**config.mk**
```make
export PLATFORM = sky130hd
export DESIGN_NAME = hub75_column_feeder_flat
export DESIGN_NICKNAME = d
export VERILOG_FILES = /design/src/rtl/hub75_pkg.sv /design/src/rtl/hub75_column_feeder_if.sv /design/src/rtl/hub75_column_feeder_pipe.sv /design/src/rtl/hub75_column_feeder.sv /design/src/flat_wrapper.sv
export SDC_FILE = /design/constraint.sdc
export NUM_CORES = 2
export LEC_CHECK = 0
export BUFFER_PORTS_ARGS = -buffer_cell sky130_fd_sc_hd__buf_4
export CORE_AREA = 2 2 472 474
export DETAILED_ROUTE_END_ITERATION = 7
export DIE_AREA = 0 0 474 476
export PLACE_DENSITY_LB_ADDON = 0.3
export REMOVE_ABC_BUFFERS = 1
export SKIP_LAST_GASP = 1
export SYNTH_ARGS = -nofsm -noshare
export SYNTH_HDL_FRONTEND = slang
export SYNTH_SLANG_ARGS = --single-unit
```
**constraint.sdc**
```tcl
create_clock -name clk_in -period 2.25 [get_ports clk_in]
set_input_delay 0.225 -clock clk_in [delete_from_list [all_inputs] [get_ports clk_in]]
set_output_delay 0.225 -clock clk_in [all_outputs]
set_load 0.02 [all_outputs]
```
**src/rtl/hub75_pkg.sv**
```systemverilog
// ---------------------------------------------------------------------------
// hub75_pkg
// Shared sizes, types and helpers for the HUB75 column feeder.
//   - Panel geometry (NUM_COLS, NUM_ROWS, SCAN_RATE), pixel depth (RGB_RES),
//     slice index width (THETA_RES) and frame buffer read latency (MEM_LATENCY).
//   - pixel_t / line_t / row_pair_t describe the two half-panel lines
//     presented to the output driver.
//   - feeder_state_t is the feeder control state.
//   - make_addr() builds the frame buffer read address {slice, row, col}.
// ---------------------------------------------------------------------------
package hub75_pkg;

    localparam int NUM_COLS    = 64;
    localparam int NUM_ROWS    = 64;
    localparam int SCAN_RATE   = 32;
    localparam int RGB_RES     = 9;
    localparam int THETA_RES   = 8;
    localparam int MEM_LATENCY = 2;

    localparam int COL_W  = $clog2(NUM_COLS);
    localparam int ROW_W  = $clog2(NUM_ROWS);
    localparam int SCAN_W = $clog2(SCAN_RATE);
    // Fetch index covers both halves: one extra bit above the column.
    localparam int K_W    = COL_W + 1;
    localparam int ADDR_W = THETA_RES + ROW_W + COL_W;
    localparam int TAG_W  = 1 + COL_W;

    typedef logic [RGB_RES-1:0]   pixel_t;
    typedef pixel_t [NUM_COLS-1:0] line_t;
    typedef line_t [1:0]           row_pair_t;

    typedef enum logic [1:0] {
        ST_IDLE,
        ST_FETCH,
        ST_DRAIN,
        ST_VALID
    } feeder_state_t;

    // Destination of an in-flight read: which half-line and which column.
    typedef struct packed {
        logic             half;
        logic [COL_W-1:0] col;
    } cap_tag_t;

    // Upper half uses row a, lower half row a+SCAN_RATE. a < SCAN_RATE, so
    // the sum always fits in ROW_W bits.
    function automatic logic [ADDR_W-1:0] make_addr(
        input logic [THETA_RES-1:0] slice,
        input logic [SCAN_W-1:0]    a,
        input logic [K_W-1:0]       k
    );
        logic [ROW_W-1:0] row;
        row = ROW_W'(a) + (k[COL_W] ? ROW_W'(SCAN_RATE) : ROW_W'(0));
        return {slice, row, k[COL_W-1:0]};
    endfunction

endpackage

```
**src/rtl/hub75_column_feeder_if.sv**
```systemverilog
// ---------------------------------------------------------------------------
// hub75_column_feeder_if
// Bus bundle between the column feeder, the slice frame buffer read port and
// the HUB75 output driver.
//   mem_addr     feeder -> memory   read address {slice,row,col}
//   mem_ren      feeder -> memory   read strobe
//   mem_rdata    memory -> feeder   read data, MEM_LATENCY cycles after mem_ren
//   column_data  feeder -> driver   [0]=row a, [1]=row a+SCAN_RATE
//   address_data feeder -> driver   scan address a of column_data
//   tvalid       feeder -> driver   column_data/address_data valid
//   tready       driver -> feeder   transfer when tvalid && tready
// master = feeder side, slave = memory/driver side.
// ---------------------------------------------------------------------------
interface hub75_column_feeder_if;
    import hub75_pkg::*;

    logic [ADDR_W-1:0] mem_addr;
    logic              mem_ren;
    pixel_t            mem_rdata;
    row_pair_t         column_data;
    logic [SCAN_W-1:0] address_data;
    logic              tvalid;
    logic              tready;

    modport master (
        output mem_addr, mem_ren, column_data, address_data, tvalid,
        input  mem_rdata, tready
    );

    modport slave (
        input  mem_addr, mem_ren, column_data, address_data, tvalid,
        output mem_rdata, tready
    );

endinterface

```
**src/rtl/hub75_column_feeder_pipe.sv**
```systemverilog
// ---------------------------------------------------------------------------
// mem_latency_pipe
// Valid/tag delay line matching the frame buffer read latency: a read issued
// in cycle c appears on valid_o/tag_o in cycle c+DEPTH, aligned with its data.
//   clk_in   clock
//   rst_in   synchronous active-high reset, flushes in-flight entries
//   valid_i  read issued this cycle
//   tag_i    destination tag of that read
//   valid_o  delayed valid
//   tag_o    delayed tag
// ---------------------------------------------------------------------------
module mem_latency_pipe #(
    parameter int DEPTH = 2,
    parameter int TAG_W = 7
) (
    input  logic             clk_in,
    input  logic             rst_in,
    input  logic             valid_i,
    input  logic [TAG_W-1:0] tag_i,
    output logic             valid_o,
    output logic [TAG_W-1:0] tag_o
);

    logic [DEPTH-1:0]            valid_q;
    logic [DEPTH-1:0][TAG_W-1:0] tag_q;

    // NOTE: sequential state uses <= so every stage reads the pre-edge value
    // of its neighbour; with = the whole line would collapse into one stage.
    always_ff @(posedge clk_in) begin
        if (rst_in) begin
            valid_q <= '0;
            tag_q   <= '0;
        end else begin
            valid_q[0] <= valid_i;
            tag_q[0]   <= tag_i;
            for (int i = 1; i < DEPTH; i++) begin
                valid_q[i] <= valid_q[i-1];
                tag_q[i]   <= tag_q[i-1];
            end
        end
    end

    assign valid_o = valid_q[DEPTH-1];
    assign tag_o   = tag_q[DEPTH-1];

endmodule

```
**src/rtl/hub75_column_feeder.sv**
```systemverilog
// ---------------------------------------------------------------------------
// hub75_column_feeder
// Producer end of the HUB75 row stream. For each scan address a it reads
// 2*NUM_COLS pixels of the current slice (row a, then row a+SCAN_RATE) from
// the frame buffer, assembles both lines and offers them with a to the output
// driver over tvalid/tready. Walks all SCAN_RATE addresses per frame and
// samples slice_in only at frame start.
//   clk_in      system clock
//   rst_in      synchronous active-high reset
//   enable      start/continue frames (sampled in IDLE and at frame end)
//   slice_in    rotational slice index
//   bus         master side of hub75_column_feeder_if (memory + driver)
//   frame_done  one-cycle pulse after the last address of a frame is taken
//   busy        high whenever not IDLE
// ---------------------------------------------------------------------------
module hub75_column_feeder
    import hub75_pkg::*;
(
    input  logic                  clk_in,
    input  logic                  rst_in,
    input  logic                  enable,
    input  logic [THETA_RES-1:0]  slice_in,
    hub75_column_feeder_if.master bus,
    output logic                  frame_done,
    output logic                  busy
);

    localparam logic [K_W-1:0]    K_LAST = K_W'(2 * NUM_COLS - 1);
    localparam logic [SCAN_W-1:0] A_LAST = SCAN_W'(SCAN_RATE - 1);
    localparam logic [COL_W-1:0]  C_LAST = COL_W'(NUM_COLS - 1);

    feeder_state_t        state_q, state_d;
    logic [K_W-1:0]       k_q, k_d;
    logic [SCAN_W-1:0]    a_q, a_d;
    logic [THETA_RES-1:0] slice_q, slice_d;
    logic                 frame_done_q, frame_done_d;
    row_pair_t            column_q;

    logic                 fetch_active;
    cap_tag_t             fetch_tag;
    logic                 cap_valid;
    cap_tag_t             cap_tag;
    logic                 last_capture;

    assign fetch_active = (state_q == ST_FETCH);
    assign fetch_tag    = '{half: k_q[COL_W], col: k_q[COL_W-1:0]};

    mem_latency_pipe #(
        .DEPTH (MEM_LATENCY),
        .TAG_W (TAG_W)
    ) u_pipe (
        .clk_in  (clk_in),
        .rst_in  (rst_in),
        .valid_i (fetch_active),
        .tag_i   (fetch_tag),
        .valid_o (cap_valid),
        .tag_o   (cap_tag)
    );

    // Reads are issued in k order, so the lower-half last column is the
    // final capture of the row pair.
    assign last_capture = cap_valid && cap_tag.half && (cap_tag.col == C_LAST);

    // ------------------------------------------------------------------
    // Control state register
    // ------------------------------------------------------------------
    always_ff @(posedge clk_in) begin
        if (rst_in) begin
            state_q      <= ST_IDLE;
            k_q          <= '0;
            a_q          <= '0;
            slice_q      <= '0;
            frame_done_q <= 1'b0;
        end else begin
            state_q      <= state_d;
            k_q          <= k_d;
            a_q          <= a_d;
            slice_q      <= slice_d;
            frame_done_q <= frame_done_d;
        end
    end

    // ------------------------------------------------------------------
    // Capture: the delayed tag steers mem_rdata into its line slot. The
    // pipe is flushed by reset, so reads in flight at reset never land.
    // ------------------------------------------------------------------
    // NOTE: the line storage is reset on purpose: the driver may observe
    // column_data right after reset and must see zeros, not power-up junk.
    always_ff @(posedge clk_in) begin
        if (rst_in) begin
            column_q <= '0;
        end else if (cap_valid) begin
            column_q[cap_tag.half][cap_tag.col] <= bus.mem_rdata;
        end
    end

    // ------------------------------------------------------------------
    // Next-state logic
    // ------------------------------------------------------------------
    // NOTE: every variable gets a default before the case; a path that
    // leaves one unassigned would infer a latch.
    always_comb begin
        state_d      = state_q;
        k_d          = k_q;
        a_d          = a_q;
        slice_d      = slice_q;
        frame_done_d = 1'b0;

        case (state_q)
            ST_IDLE: begin
                if (enable) begin
                    slice_d = slice_in;
                    a_d     = '0;
                    k_d     = '0;
                    state_d = ST_FETCH;
                end
            end

            ST_FETCH: begin
                k_d = k_q + 1'b1;
                if (k_q == K_LAST) begin
                    state_d = ST_DRAIN;
                end
            end

            ST_DRAIN: begin
                if (last_capture) begin
                    state_d = ST_VALID;
                end
            end

            ST_VALID: begin
                if (bus.tready) begin
                    k_d = '0;
                    if (a_q == A_LAST) begin
                        frame_done_d = 1'b1;
                        if (enable) begin
                            slice_d = slice_in;
                            a_d     = '0;
                            state_d = ST_FETCH;
                        end else begin
                            state_d = ST_IDLE;
                        end
                    end else begin
                        a_d     = a_q + 1'b1;
                        state_d = ST_FETCH;
                    end
                end
            end

            default: begin
                state_d = ST_IDLE;
            end
        endcase
    end

    // ------------------------------------------------------------------
    // Outputs
    // ------------------------------------------------------------------
    assign bus.mem_ren      = fetch_active;
    assign bus.mem_addr     = fetch_active ? make_addr(slice_q, a_q, k_q) : '0;
    assign bus.column_data  = column_q;
    assign bus.address_data = a_q;
    assign bus.tvalid       = (state_q == ST_VALID);
    assign frame_done       = frame_done_q;
    assign busy             = (state_q != ST_IDLE);

endmodule

```
**src/flat_wrapper.sv**
```systemverilog
// flat-port wrapper written by rule: the top's interface ports become plain ports
module hub75_column_feeder_flat import hub75_pkg::*;
  (clk_in, rst_in, enable, slice_in, frame_done, busy, bus_mem_addr, bus_mem_ren, bus_column_data, bus_address_data, bus_tvalid, bus_mem_rdata, bus_tready);
  hub75_column_feeder_if bus_i ();
  input  logic clk_in;
  input  logic rst_in;
  input  logic enable;
  input  logic [THETA_RES-1:0] slice_in;
  output logic frame_done;
  output logic busy;
  output wire logic [$bits(bus_i.mem_addr)-1:0] bus_mem_addr;
  output wire logic [$bits(bus_i.mem_ren)-1:0] bus_mem_ren;
  output wire logic [$bits(bus_i.column_data)-1:0] bus_column_data;
  output wire logic [$bits(bus_i.address_data)-1:0] bus_address_data;
  output wire logic [$bits(bus_i.tvalid)-1:0] bus_tvalid;
  input wire logic [$bits(bus_i.mem_rdata)-1:0] bus_mem_rdata;
  input wire logic [$bits(bus_i.tready)-1:0] bus_tready;
  assign bus_mem_addr = bus_i.mem_addr;
  assign bus_mem_ren = bus_i.mem_ren;
  assign bus_column_data = bus_i.column_data;
  assign bus_address_data = bus_i.address_data;
  assign bus_tvalid = bus_i.tvalid;
  assign bus_i.mem_rdata = bus_mem_rdata;
  assign bus_i.tready = bus_tready;
  hub75_column_feeder u_core (.clk_in(clk_in), .rst_in(rst_in), .enable(enable), .slice_in(slice_in), .bus(bus_i), .frame_done(frame_done), .busy(busy));
endmodule
```
==> reports/metrics.cfg <==
[clock_tree]
clk_latency_ps = 800
cts_inserted_buffers = 138
cts_root_buf = clkbuf_16
cts_buffer_depth = 3
htree_levels = 4
cts_tree = built
cts_sinks = 1191
clk_pin_slew_ps = 60

[placed_design]
hpwl_mm = 132.7
placed_cells = 8286
gp_congestion = 0.7913
postPlaceCellArea_um2 = 58430
io_buffers = 1201

[setup_path]
crit_arrival_ps = 2820
crit_chain = buf_4 -> or3b_1 -> buf_4 -> nor3_2 -> buf_4 -> mux2i_1 -> nor2_1
cp_max_fo = 15
critPathRequiredTime_ps = 2920
cpPeakStageDelay_ps = 450
worstSetupPathType = flop to flop
cpMostUsedCell = buf_4
cp-end-kind = flop
cpMaxStageDelayCell = or3b_1
start_kind = flop

[drt]
drcViolationCount = 0
drtAntennaViolNets = 0
viasPerCell = 4.024
wirelength_mm = 186.6
dr.pass1.iters = 5
vias = 34430
wire_per_inst_um = 21.81
drt_iter0_drc = 1685

[sta]
min_period_ps = 2151
slew_viol_final = 0
hold_slack_ps = 193.1
timing.fmax_mhz = 464.8
finalCritPeriodShare_pct = 95.61
tightest_slew_ps = 884.0
rsz0062_at_grt = false
finalSetupViolations = 0
setup_tns_ps = 0
skew_ps = 26.38
final_hold_viol_count = 0
relSlewSlack_pct = 40.93

[synthesis]
synthCells = 4215
avgSynthCellArea_um2 = 10.26
ys.flop_type = dfxtp_1
synth_edf_count = 0
postSynth.asyncResetShare_pct = 0
ys_types = 43
synth-seq-cells = 1191
yosysTopAreaCell = dfxtp_1
synth_top_area_share_pct = 55.14
synth_top_cells_by_area = dfxtp_1 (55%), mux2i_1 (27%), nor2_1 (10%)
syn_area_um2 = 43240
ys_seq_area_share_pct = 55.14
yosys_warnings = 0

[floorplanning]
die_y_um = 476
num_rows = 173
initial_utilization_pct = 19.57
coreArea_um2 = 221000
die_area_um2 = 225600
num_io_pins = 1202
die_w_um = 474

[final_layout]
final_cell_mix = buf_4 (1408), dfxtp_1 (1189), nor2_1 (1166)
fin_area_um2 = 63440
register_area_um2 = 23850
fin_cells = 8556
drive_above_1_share_pct = 33.11
nFillCells = 23140
area_delta_synth_final_pct = 46.70
nets = 5501
multi_input_area_um2 = 18100
final_common_cell = buf_4

[pwr]
swShare_pct = 23.92
ir_drop_uv = 725.9
power_uw = 47030
p_leak_uw = 0.02830
p_clk_share_pct = 49.9
p_sw_uw = 11250
p_int_uw = 35780
pwr-share-seq_pct = 45.2
pwr-share-comb_pct = 4.9
power_density_nw_per_um2 = 741.4

[global_route]
grt_usage_pct = 15.77
antenna_found_initial = 4
grt_overflow_total = 0
grt_max_degree = 90
first_global_vias = 33750
grt_pass1_wl_mm = 258.8

[hold_path]
hold_class = input pin to flop

[outcome]
outcome = finished clean

[run]
maxCapViolations = 0

stage by stage:
step,setup WS [ps],utilization [%]
floorplan,-192.8,-
global placement,-264.7,26.43
detailed placement,-269.8,26.44
CTS,-64.89,28.69
global route,3.265,28.70
finish,98.74,28.70
sequential cells by signal, summed over array words and instances (netlist names):
name and cells:
u_core.fetch_tag 7, u_core.frame_done 1, u_core.u_pipe.valid_q 2, u_core.bus.address_data 5
u_core.bus.column_data 1152, u_core.u_pipe.tag_q 7, u_core.state_q 2, u_core.u_pipe.tag_o 7
u_core.slice_q 8
cell type report:
type                            count  share of cell area (%)
Multi-Input combinational cell   2591                   28.53
Antenna cell                        2                0.007889
Clock inverter                     49                   1.093
Timing Repair Buffer             1547                   20.56
Inverter                            4                 0.02367
Clock buffer                      197                   6.335
Sequential cell                  1191                   37.59
Tap cell                         2975                   5.868
critical path, delay by kind of cell, from the launching register on:
kind / cells / cell delay (ps)
buffers and inverters: 3 / 740
AND/OR/NAND/NOR: 3 / 710
flip-flops: 1 / 330
multiplexers: 1 / 230
power by group through the flow:
stage	sequential, uW	combinational [uW]	clock (uW)
final	21200	2310	23500
after global placement	21700	2260	0
after global routing	21200	2460	24900
after detailed placement	21700	2270	0
after CTS	21200	2340	24100
after floorplan	21700	534	0
synth_stat cells, drive strengths merged (2+ instances only):
cell and n:
or4 2, nor2b 20, clkbuf 249, buf 181, nor3 84, nor3b 5, nor2 1167, mux2i 1161
and3 3, or3 2, ha 7, dfxtp 1191, or3b 4, o21ai 4, and2 21, a32oi 2
nand2b 3, inv 4, nand2 9, nand3 56, and3b 6, nand3b 7, xnor2 2, o31ai 3
a21oi 8
final timing paths:
path | cells after the start | endpoint | slack, ps | startpoint
worst max-delay path | 7 | u_core.bus.column_data[976] | 100 | u_core.u_pipe.tag_o[2]
worst min-delay path | 4 | u_core.slice_q[2] | 190 | slice_in[2]
worst max register to register | 7 | u_core.bus.column_data[976] | 100 | u_core.u_pipe.tag_o[2]
worst min register to register | 1 | u_core.u_pipe.tag_o[6] | 430 | u_core.u_pipe.tag_q[6]
what timing repair did:
item | CTS | global route
buffers inserted | 1 | 0
gates resized for setup | 11 | 9
hold buffers | 20 | 0
pin swaps | 1 | 1
gates cloned | 1 | 0
endpoints found under the hold margin | 163 | 0
endpoints found under the setup margin | 350 | 28
cell families (layout without fill, tap and decap cells):
| group | count (synthesis) | in the layout | synth area share (%) |
|---|---|---|---|
| AOI/OAI and AO/OA | 25 | 25 | 0.3762 |
| xor gates and xnor gates | 2 | 2 | 0.04051 |
| adders and majority gates | 7 | 7 | 0.2025 |
| buffers and inverters | 434 | 1797 | 4.210 |
| DFF | 1191 | 1191 | 55.14 |
| muxes | 1162 | 1162 | 26.90 |
| other | 0 | 2 | 0 |
| and+or+nand+nor | 1394 | 1395 | 13.14 |
layer usage:
layer / part of all wire (%) / track usage, % / vias up / wire [um]
li1: - / - / 16430 / -
met1: 41 / 18.78 / 16630 / 76770
met2: 48 / 26.40 / 1128 / 88750
met3: 8.5 / 5.446 / 240 / 15940
met4: 2.8 / 5.160 / 0 / 5180
met5: 0 / 0 / - / 0
Note: power is estimated with default switching activity, not from simulation.
